File: src/rtl/bird_draw_datapath.sv
// bird_draw_datapath: bird position, fall/escape animation and one-pixel-per-clock box erase/redraw.
// Optional BIRD_OUTLINE_EN: DRAW paints the box border white.
module bird_draw_datapath #(
  parameter int START_X = 80,
  parameter int START_Y = 100,
  parameter int BIRD_W = 8,
  parameter int BIRD_H = 8,
  parameter int STEP = 2,
  parameter int FALL_STEP = 4,
  parameter int SCR_W = 160,
  parameter int SCR_H = 120,
  parameter logic [2:0] BG_COLOR = 3'b011,
  parameter logic [2:0] BIRD_COLOR = 3'b000
) (
  input  logic       clk,
  input  logic       reset_n,
  input  logic [3:0] state,
  output logic       done_drawing,
  output logic       flying,
  output logic [7:0] vga_x,
  output logic [6:0] vga_y,
  output logic [2:0] vga_colour,
  output logic       vga_plot
);
  localparam logic [3:0] S_HOLD = 4'd0, S_CLEAR = 4'd1, S_UL = 4'd2, S_UR = 4'd3, S_DRAW = 4'd5,
                         S_DR = 4'd6, S_DL = 4'd7, S_SHOT = 4'd8, S_ESC = 4'd9, S_RST = 4'd10;
  localparam logic signed [9:0] XMAX = 10'(SCR_W - BIRD_W);
  localparam logic signed [9:0] YMAX = 10'(SCR_H - BIRD_H);
  localparam logic [8:0] YF = 9'(FALL_STEP);
  localparam logic [8:0] YS = 9'(SCR_H);
  localparam logic [8:0] XS = 9'(SCR_W);
  localparam logic [3:0] PXL = 4'(BIRD_W - 1);
  localparam logic [3:0] PYL = 4'(BIRD_H - 1);
  typedef enum logic [1:0] {NORMAL, FALL, ESCAPE} mode_t;
  logic [3:0] st, prev_state_q, prev_state_d, px_q, px_d, py_q, py_d, cpx, cpy;
  logic [7:0] x_q, x_d, vx_q, vx_d;
  logic [6:0] y_q, y_d, vy_q, vy_d, y_fall, y_esc;
  logic [2:0] col_q, col_d, draw_col;
  logic [8:0] sx, sy, fy;
  logic signed [9:0] dx, dy, nx, ny;
  mode_t mode_q, mode_d;
  logic entry, emit, last, is_move;
  logic vis_q, vis_d, flying_q, flying_d, active_q, active_d, pend_q, pend_d, done_q, done_d, plot_q, plot_d;
  assign st = (state <= S_RST) ? state : S_HOLD;
  assign entry = st != prev_state_q;
  assign prev_state_d = st;
  assign emit = (st == S_CLEAR || st == S_DRAW) && (entry || active_q);
  assign cpx = entry ? '0 : px_q;
  assign cpy = entry ? '0 : py_q;
  assign last = cpx == PXL && cpy == PYL;
  assign sx = {1'b0, x_q} + {5'b0, cpx};
  assign sy = {2'b0, y_q} + {5'b0, cpy};
  assign is_move = st == S_UR || st == S_UL || st == S_DR || st == S_DL;
  assign dx = (st == S_UR || st == S_DR) ? 10'(STEP) : 10'(-STEP);
  assign dy = (st == S_DR || st == S_DL) ? 10'(STEP) : 10'(-STEP);
  assign nx = $signed({2'b0, x_q}) + dx;
  assign ny = $signed({3'b0, y_q}) + dy;
  assign fy = {2'b0, y_q} + YF;
  assign y_fall = fy > YS ? YS[6:0] : fy[6:0];
  assign y_esc = {2'b0, y_q} < YF ? '0 : y_q - YF[6:0];
`ifdef BIRD_OUTLINE_EN
  assign draw_col = (cpx == 4'd0 || cpx == PXL || cpy == 4'd0 || cpy == PYL) ? 3'b111 : BIRD_COLOR;
`else
  assign draw_col = BIRD_COLOR;
`endif
  always_comb begin
    x_d = x_q;
    y_d = y_q;
    mode_d = mode_q;
    vis_d = vis_q;
    flying_d = mode_q == FALL ? ({2'b0, y_q} < YS) : mode_q == ESCAPE ? vis_q : 1'b0;
    if (entry && is_move && mode_q == NORMAL) begin
      x_d = nx[9] ? '0 : nx > XMAX ? XMAX[7:0] : nx[7:0];
      y_d = ny[9] ? '0 : ny > YMAX ? YMAX[6:0] : ny[6:0];
    end
    if (entry && st == S_SHOT) begin
      mode_d = FALL;
      y_d = y_fall;
    end
    // escape visibility is judged on the position before this visit's move
    if (entry && st == S_ESC) begin
      mode_d = ESCAPE;
      y_d = y_esc;
      vis_d = y_q != '0;
    end
    if (entry && st == S_RST) begin
      x_d = 8'(START_X);
      y_d = 7'(START_Y);
      mode_d = NORMAL;
      vis_d = 1'b0;
      flying_d = 1'b0;
    end
  end
  always_comb begin
    px_d = cpx == PXL ? '0 : cpx + 4'd1;
    py_d = cpx == PXL ? cpy + 4'd1 : cpy;
    active_d = emit && !last;
    pend_d = emit && last;
    done_d = !entry && (done_q || pend_q);
    plot_d = emit && sx < XS && sy < YS;
    vx_d = emit ? sx[7:0] : '0;
    vy_d = emit ? sy[6:0] : '0;
    col_d = !emit ? 3'b000 : st == S_DRAW ? draw_col : BG_COLOR;
  end
  always_ff @(posedge clk or negedge reset_n) begin
    if (!reset_n) begin
      prev_state_q <= S_HOLD;
      x_q <= 8'(START_X);
      y_q <= 7'(START_Y);
      mode_q <= NORMAL;
      vis_q <= 1'b0;
      flying_q <= 1'b0;
      px_q <= '0;
      py_q <= '0;
      active_q <= 1'b0;
      pend_q <= 1'b0;
      done_q <= 1'b0;
      plot_q <= 1'b0;
      vx_q <= '0;
      vy_q <= '0;
      col_q <= '0;
    end else begin
      prev_state_q <= prev_state_d;
      x_q <= x_d;
      y_q <= y_d;
      mode_q <= mode_d;
      vis_q <= vis_d;
      flying_q <= flying_d;
      px_q <= px_d;
      py_q <= py_d;
      active_q <= active_d;
      pend_q <= pend_d;
      done_q <= done_d;
      plot_q <= plot_d;
      vx_q <= vx_d;
      vy_q <= vy_d;
      col_q <= col_d;
    end
  end
  // done is masked in the first cycle of any new state, before the register catches up
  assign done_drawing = done_q && !entry;
  assign flying = flying_q;
  assign vga_plot = plot_q;
  assign vga_x = vx_q;
  assign vga_y = vy_q;
  assign vga_colour = col_q;
endmodule

File: config.mk
export PLATFORM = sky130hd
export DESIGN_NAME = bird_draw_datapath
export DESIGN_NICKNAME = d
export VERILOG_FILES = /design/src/rtl/bird_draw_datapath.sv
export SDC_FILE = /design/constraint.sdc
export NUM_CORES = 1
export LEC_CHECK = 0
export CORE_MARGIN = 2
export CORE_UTILIZATION = 30
export CTS_CLUSTER_DIAMETER = 200
export DETAILED_ROUTE_END_ITERATION = 16
export GPL_ROUTABILITY_DRIVEN = 0
export SYNTH_ARGS = -nofsm -noshare
export SYNTH_HDL_FRONTEND = slang
export SYNTH_SLANG_ARGS = --single-unit
File: constraint.sdc
create_clock -name clk -period 3.25 [get_ports clk]
set_input_delay 0.65 -clock clk [delete_from_list [all_inputs] [get_ports clk]]
set_output_delay 0.65 -clock clk [all_outputs]
set_load 0.02 [all_outputs]
==> impl_metrics.tcl, run 1 <==
set metrics [dict create \
    status "completed" \
    slew_headroom_pct 28.1 \
    worstPathArrival_ps 3360 \
    area_growth_pct 29.1 \
    swShare_pct 41.1 \
    ios 27 \
    async_flop_share_pct 100 \
    crit_chain "clkdlybuf4s15_2, nor4bb_1, o211ai_1, o311ai_4, buf_4, and3_1, fa_2, nand2_2, nand2b_1, a31o_2, a311o_1, a22o_1, a211oi_2" \
    cts_buffer_depth 2 \
    vias 3323 \
    drive_above_1_share_pct 23.6 \
    synth_flop_cell "dfrtp_1" \
    p_comb_share_pct 56.4 \
    leakage_nw 2.10 \
    tightestPinTransition_ps 1080 \
    vias_per_cell 5.20 \
    layout_common_cells "69 x buf_4, 45 x nor2_1, 44 x dfrtp_1, 26 x nand2_1, 23 x a21oi_1" \
    power.switching_mw 1.50 \
    syn_area_um2 3640 \
    ys_warn_count 0 \
    crit_required_ps 3460 \
    intPower_mw 2.15 \
    hold_class "flop to flop" \
    grt_max_degree 50 \
    dr.pass1.iters 4 \
    max_stage_delay_ps 350 \
    crit_path_start_kind "input port" \
    avgSynthCellArea_um2 8.87 \
    htreeDepth 2 \
    grt_overflow 0 \
    ir_worst_vdd_mv 0.291 \
    fin_crit_ps 3150 \
    grt_pass1_wl_um 15600 \
    report.final.slew_viol_count 0 \
    ys_seq_area_share_pct 33.9 \
    min_path_cells 2 \
    post_drt_wl_per_cell_um 14.6 \
    ant_nets 0 \
    min-delay-start "pend_q" \
    reg2reg_from "prev_state_q[3]" \
    synth_cell_types 73 \
    synth-edff-count 0 \
    p_clk_share_pct 16.7 \
    critPathKind "input port to flop" \
    crit_slowest_cell "fa_2" \
    clock_latency_ps 290 \
    syn_inst 410 \
    core_area_um2 11900 \
    worstPathMaxFanout 9 \
    ys_ff_latch 49 \
    cts_tree "done" \
    routed_wl_um 9320 \
    grt_use_total_pct 14.6 \
    antenna_found_initial 0 \
    cts_buffers 5 \
    skew_ps 4.61 \
    antennaDiodeCount 0 \
    cts_root_buf "clkbuf_16" \
    fmax_ghz 0.317 \
    share_seq_of_total_power_pct 26.9 \
    fill_cells 1201 \
    fp.dieH_um 114 \
    drt-initial-drc-count 256 \
    finalNonFillerCells 639 \
    endpoint_kind "flop" \
    clkTransAtPathRegs_ps 70 \
    mostFrequentLayoutCell "buf_4" \
    setup_viol 0 \
    reg2reg_depth 12 \
    port_buffers 25 \
    rows 40 \
    grt_pass1_vias 3279 \
    drc_errors 0 \
    cts_hold_buffers 0 \
    final_nets 521 \
    timing.setup.tns_ps 0 \
    die-area_um2 13000 \
    synth_top_cell_area_share_pct 30.3 \
    place_inst 631 \
    cts.sinks 49 \
    start_util_pct 30.5 \
    hold_viol_final 0 \
    drv_cap 0 \
    total_power_mw 3.65 \
    dpl.hpwl_um 7130 \
    rsz0062_at_grt "true" \
    r2r-end "vga_plot" \
    path_buf_inv 2 \
    r2r_slack_ps 260 \
    netlist_top_cells_area "dfrtp_1 30%, ha_1 7.2%, nor2_1 4.6%" \
    min_to "done_q" \
    power_density_nw_per_um2 776 \
    synth_top_area_cell "dfrtp_1" \
    crit_family "compound AO/OA/AOI/OAI gates" \
    die_width_um 114 \
    min_period_over_period_pct 96.9 \
]
routing by layer:
layer / vias up / GRT usage (%) / share of wire (%)
li1: 1637 / - / -
met1: 1580 / 20.2 / 48
met2: 95 / 23.8 / 46
met5: - / 0 / 0
met4: 0 / 3.25 / 0.89
met3: 11 / 2.81 / 5.2
kinds of logic after synthesis:
logic type | count (synthesis) | share of synthesized area, %
buf+inv | 41 | 6.05
flops | 49 | 33.9
compound gates | 102 | 19.5
mux | 5 | 1.48
simple gates | 161 | 23.6
other cells | 1 | 0.103
fa+ha+maj | 24 | 8.88
xor+xnor | 27 | 6.50
state kept, by name, summed over array words and instances (netlist names), 2 cells and up:
| name | cells |
|---|---|
| py_q | 4 |
| prev_state_q | 4 |
| x_q | 7 |
| y_q | 6 |
| px_q | 4 |
| mode_q | 2 |
| vga_x | 8 |
| vga_y | 7 |
worst max-delay path by stage:
stage | from | endpoint | cells after the start | slack (ps)
2_1_floorplan | state[1] | vga_plot | 13 | 9
3_5_place_dp | state[2] | vga_plot | 13 | -610
3_3_place_gp | state[3] | vga_plot | 13 | -460
6_report | state[3] | vga_plot | 13 | 100
4_1_cts | state[2] | vga_plot | 13 | 20
5_1_grt | state[3] | vga_plot | 13 | -70
area by class of cell:
cell class	count	area (um^2)	share of cell area (%)
Timing Repair Buffer	94	756	16.1
Clock inverter	2	37.5	0.799
Tap cell	147	184	3.92
Clock buffer	6	139	2.96
Sequential cell	49	1230	26.2
Multi-Input combinational cell	322	2280	48.5
Inverter	19	71.3	1.52
cell usage after synthesis (all sizes together), types with 3 or more instances:
cell and n:
and2 9, ha 21, nand4b 4, nor4 5, nand3b 5, nand2 28, nor3b 3, xor2 10
xnor2 17, buf 16, o22ai 4, dfstp 5, nor2 45, a211oi 8, o211ai 3, nand2b 7
nor2b 6, nand4 6, mux2 3, dfrtp 44, nand3 11, inv 19, fa 3, a21oi 27
o21ai 22, nor3 14, o31ai 3, and3 9, clkbuf 6
per-stage QoR:
| step | instance area, um^2 | util [%] | hold slack [ps] | setup slack, ps |
|---|---|---|---|---|
| after floorplan | 3650 | - | 354 | 9.39 |
| after global placement | 4450 | 37.3 | 451 | -460 |
| after detailed placement | 4450 | 37.3 | 477 | -610 |
| after CTS | 4640 | 39.0 | 492 | 19.2 |
| after global routing | 4700 | 39.4 | 546 | -70.2 |
| final | 4700 | 39.4 | 480 | 100 |
worst register-to-register path, stage by stage, from the launching register on:
cell and delay [ps]:
dfrtp_1 430, nor4bb_1 170, o211ai_1 250, o311ai_4 180, buf_4 190, and3_1 200, fa_2 350, nand2_2 90
nand2b_1 90, a31o_2 250, a311o_1 330, a22o_1 200, a211oi_2 180
power groups by stage:
stage / sequential (mW) / clock, mW / combinational, mW
after CTS: 0.974 / 0.626 / 1.96
final: 0.981 / 0.609 / 2.06
after global routing: 1.00 / 0.651 / 2.25
after detailed placement: 0.984 / 0 / 1.94
after floorplan: 0.860 / 0 / 1.31
after global placement: 0.981 / 0 / 1.91
what timing repair did:
| action | CTS | global route |
|---|---|---|
| pin swaps | 2 | 6 |
| gates resized for setup | 12 | 18 |
| setup endpoints to repair | 15 | 9 |
| setup buffers | 0 | 0 |
Note: power is estimated with default switching activity, not from simulation.
==> run 2: changes to the inputs <==
- PLACE_DENSITY: unset -> 0.57
==> run 2 against run 1 <==
Against the previous run: global-route usage increased by 0.25 points; first-iteration DRC count increased by 5.9%; die area unchanged; wire length rose by 2.7%; register-to-register slack got worse by 120 ps; final cell count increased by 0.31%; clock power decreased by 16%; critical path depth up 1; power shrank 1.3%; via count barely moved; critical endpoint unchanged; largest cell class unchanged; highest routed layer unchanged.
==> impl_metrics.tcl, run 2 (synthesis results as in run 1) <==
set metrics [dict create \
    cts_hold_buffers 0 \
    layout_common_cells "68 x buf_4, 45 x nor2_1, 44 x dfrtp_1, 27 x nand2_1, 23 x a21oi_1" \
    path_buf_inv 3 \
    rsz0062_at_grt "true" \
    tightestPinTransition_ps 1090 \
    worstPathMaxFanout 7 \
    area_growth_pct 30.2 \
    core_area_um2 11900 \
    cts.sinks 49 \
    dpl.hpwl_um 7130 \
    min_period_over_period_pct 97.9 \
    reg2reg_depth 13 \
    cts_buffers 5 \
    vias_per_cell 5.18 \
    drc_errors 0 \
    power_density_nw_per_um2 760 \
    cp_num_cells 14 \
    fin_ws_ps 69.7 \
    fmax_ghz 0.314 \
    htreeDepth 2 \
    mostFrequentLayoutCell "buf_4" \
    crit_path_start_kind "input port" \
    die_width_um 114 \
    vias 3322 \
    crit_chain "dlygate4sd2_1, nor4bb_1, o211ai_1, o311ai_4, buf_6, buf_4, and3_2, fa_1, a21o_1, a21oi_2, nor2b_1, a2bb2oi_1, a22o_1, a211oi_2" \
    dr_wl_met3_um 484 \
    grt_pass1_vias 3233 \
    cts_root_buf "clkbuf_16" \
    slew_headroom_pct 27.2 \
    top_layer "met4" \
    finish.instance_area_um2 4740 \
    timing.setup.tns_ps 0 \
    clkTransAtPathRegs_ps 70 \
    cts_buffer_depth 2 \
    clock_latency_ps 280 \
    fin_crit_ps 3180 \
    drt-initial-drc-count 271 \
    dp_slack_ps -707 \
    whs_ps 475 \
    dr.pass1.iters 4 \
    rows 40 \
    endpoint_kind "flop" \
    grt_max_degree 50 \
    cts_tree "done" \
    r2r_slack_ps 140 \
    largest_reg_flops 8 \
    m1WireLength_um 4560 \
    skew_ps 9.03 \
    leakage_nw 2.11 \
    drive_above_1_share_pct 24.3 \
    ios 27 \
    report.final.slew_viol_count 0 \
    antennaDiodeCount 0 \
    start_util_pct 30.5 \
    placed_cell_area_um2 4440 \
    place_inst 629 \
    post_drt_wl_per_cell_um 14.9 \
    crit_required_ps 3450 \
    total_power_mw 3.60 \
    grt_pass1_wl_um 15800 \
    ant_nets 0 \
    antenna_found_initial 0 \
    fp.dieH_um 114 \
    final_nets 523 \
    fin_util_pct 39.8 \
    min_path_cells 2 \
    drv_cap 0 \
    max_stage_delay_ps 410 \
    die-area_um2 13000 \
    crit_family "compound AO/OA/AOI/OAI gates" \
    grt_use_total_pct 14.9 \
    worstPathArrival_ps 3380 \
    critPathKind "input port to flop" \
    finalNonFillerCells 641 \
    routed_wl_um 9570 \
    ir_worst_vdd_mv 0.265 \
    hold_class "flop to flop" \
    status "completed" \
    met2_length_um 4430 \
    crit_slowest_cell "fa_1" \
    setup_viol 0 \
    hold_viol_final 0 \
    port_buffers 25 \
    grt_overflow 0 \
]
==> run 2: final timing paths <==
check	from	to
min in group asynchronous	reset_n	vga_y[5]
hold reg to reg	pend_q	done_q
setup / recovery	state[0]	vga_plot
setup reg to reg	prev_state_q[3]	vga_plot
hold / removal	pend_q	done_q
max in group asynchronous	reset_n	vga_colour[0]
==> run 2: cell type report <==
class | instances | area, um^2
fillers | 1173 | 7170
multi-input cells | 322 | 2320
flip-flops and latches | 49 | 1230
repair buffers | 96 | 786
well taps | 147 | 184
clock buffers | 6 | 129
inverters | 19 | 71.3
clock inverters | 2 | 15.0
==> run 2: layer usage <==
layer	track usage, %	vias to the layer above
met1	20.8	1584
met4	2.85	0
li1	-	1637
met5	0	-
met3	2.38	10
met2	24.6	91
==> run 2: worst register-to-register path: stages, from the launching register on <==
cell       delay, ps
dfrtp_1          450
nor4bb_1         180
o211ai_1         290
o311ai_4         150
buf_6            160
buf_4            150
and3_2           240
fa_1             410
a21o_1           180
a21oi_2          140
nor2b_1           90
a2bb2oi_1        150
a22o_1           250
a211oi_2         200
==> run 2: timing repair <==
| action | 4_1_cts | 5_1_grt |
|---|---|---|
| setup endpoints to repair | 19 | 5 |
| gates resized for setup | 20 | 18 |
| pin swaps | 4 | 3 |
| buffers inserted | 3 | 1 |
==> run 2: where the power goes <==
group | switching, mW | internal, mW
Sequential | 0.253 | 0.741
Combinational | 1.05 | 1.04
Clock | 0.223 | 0.286
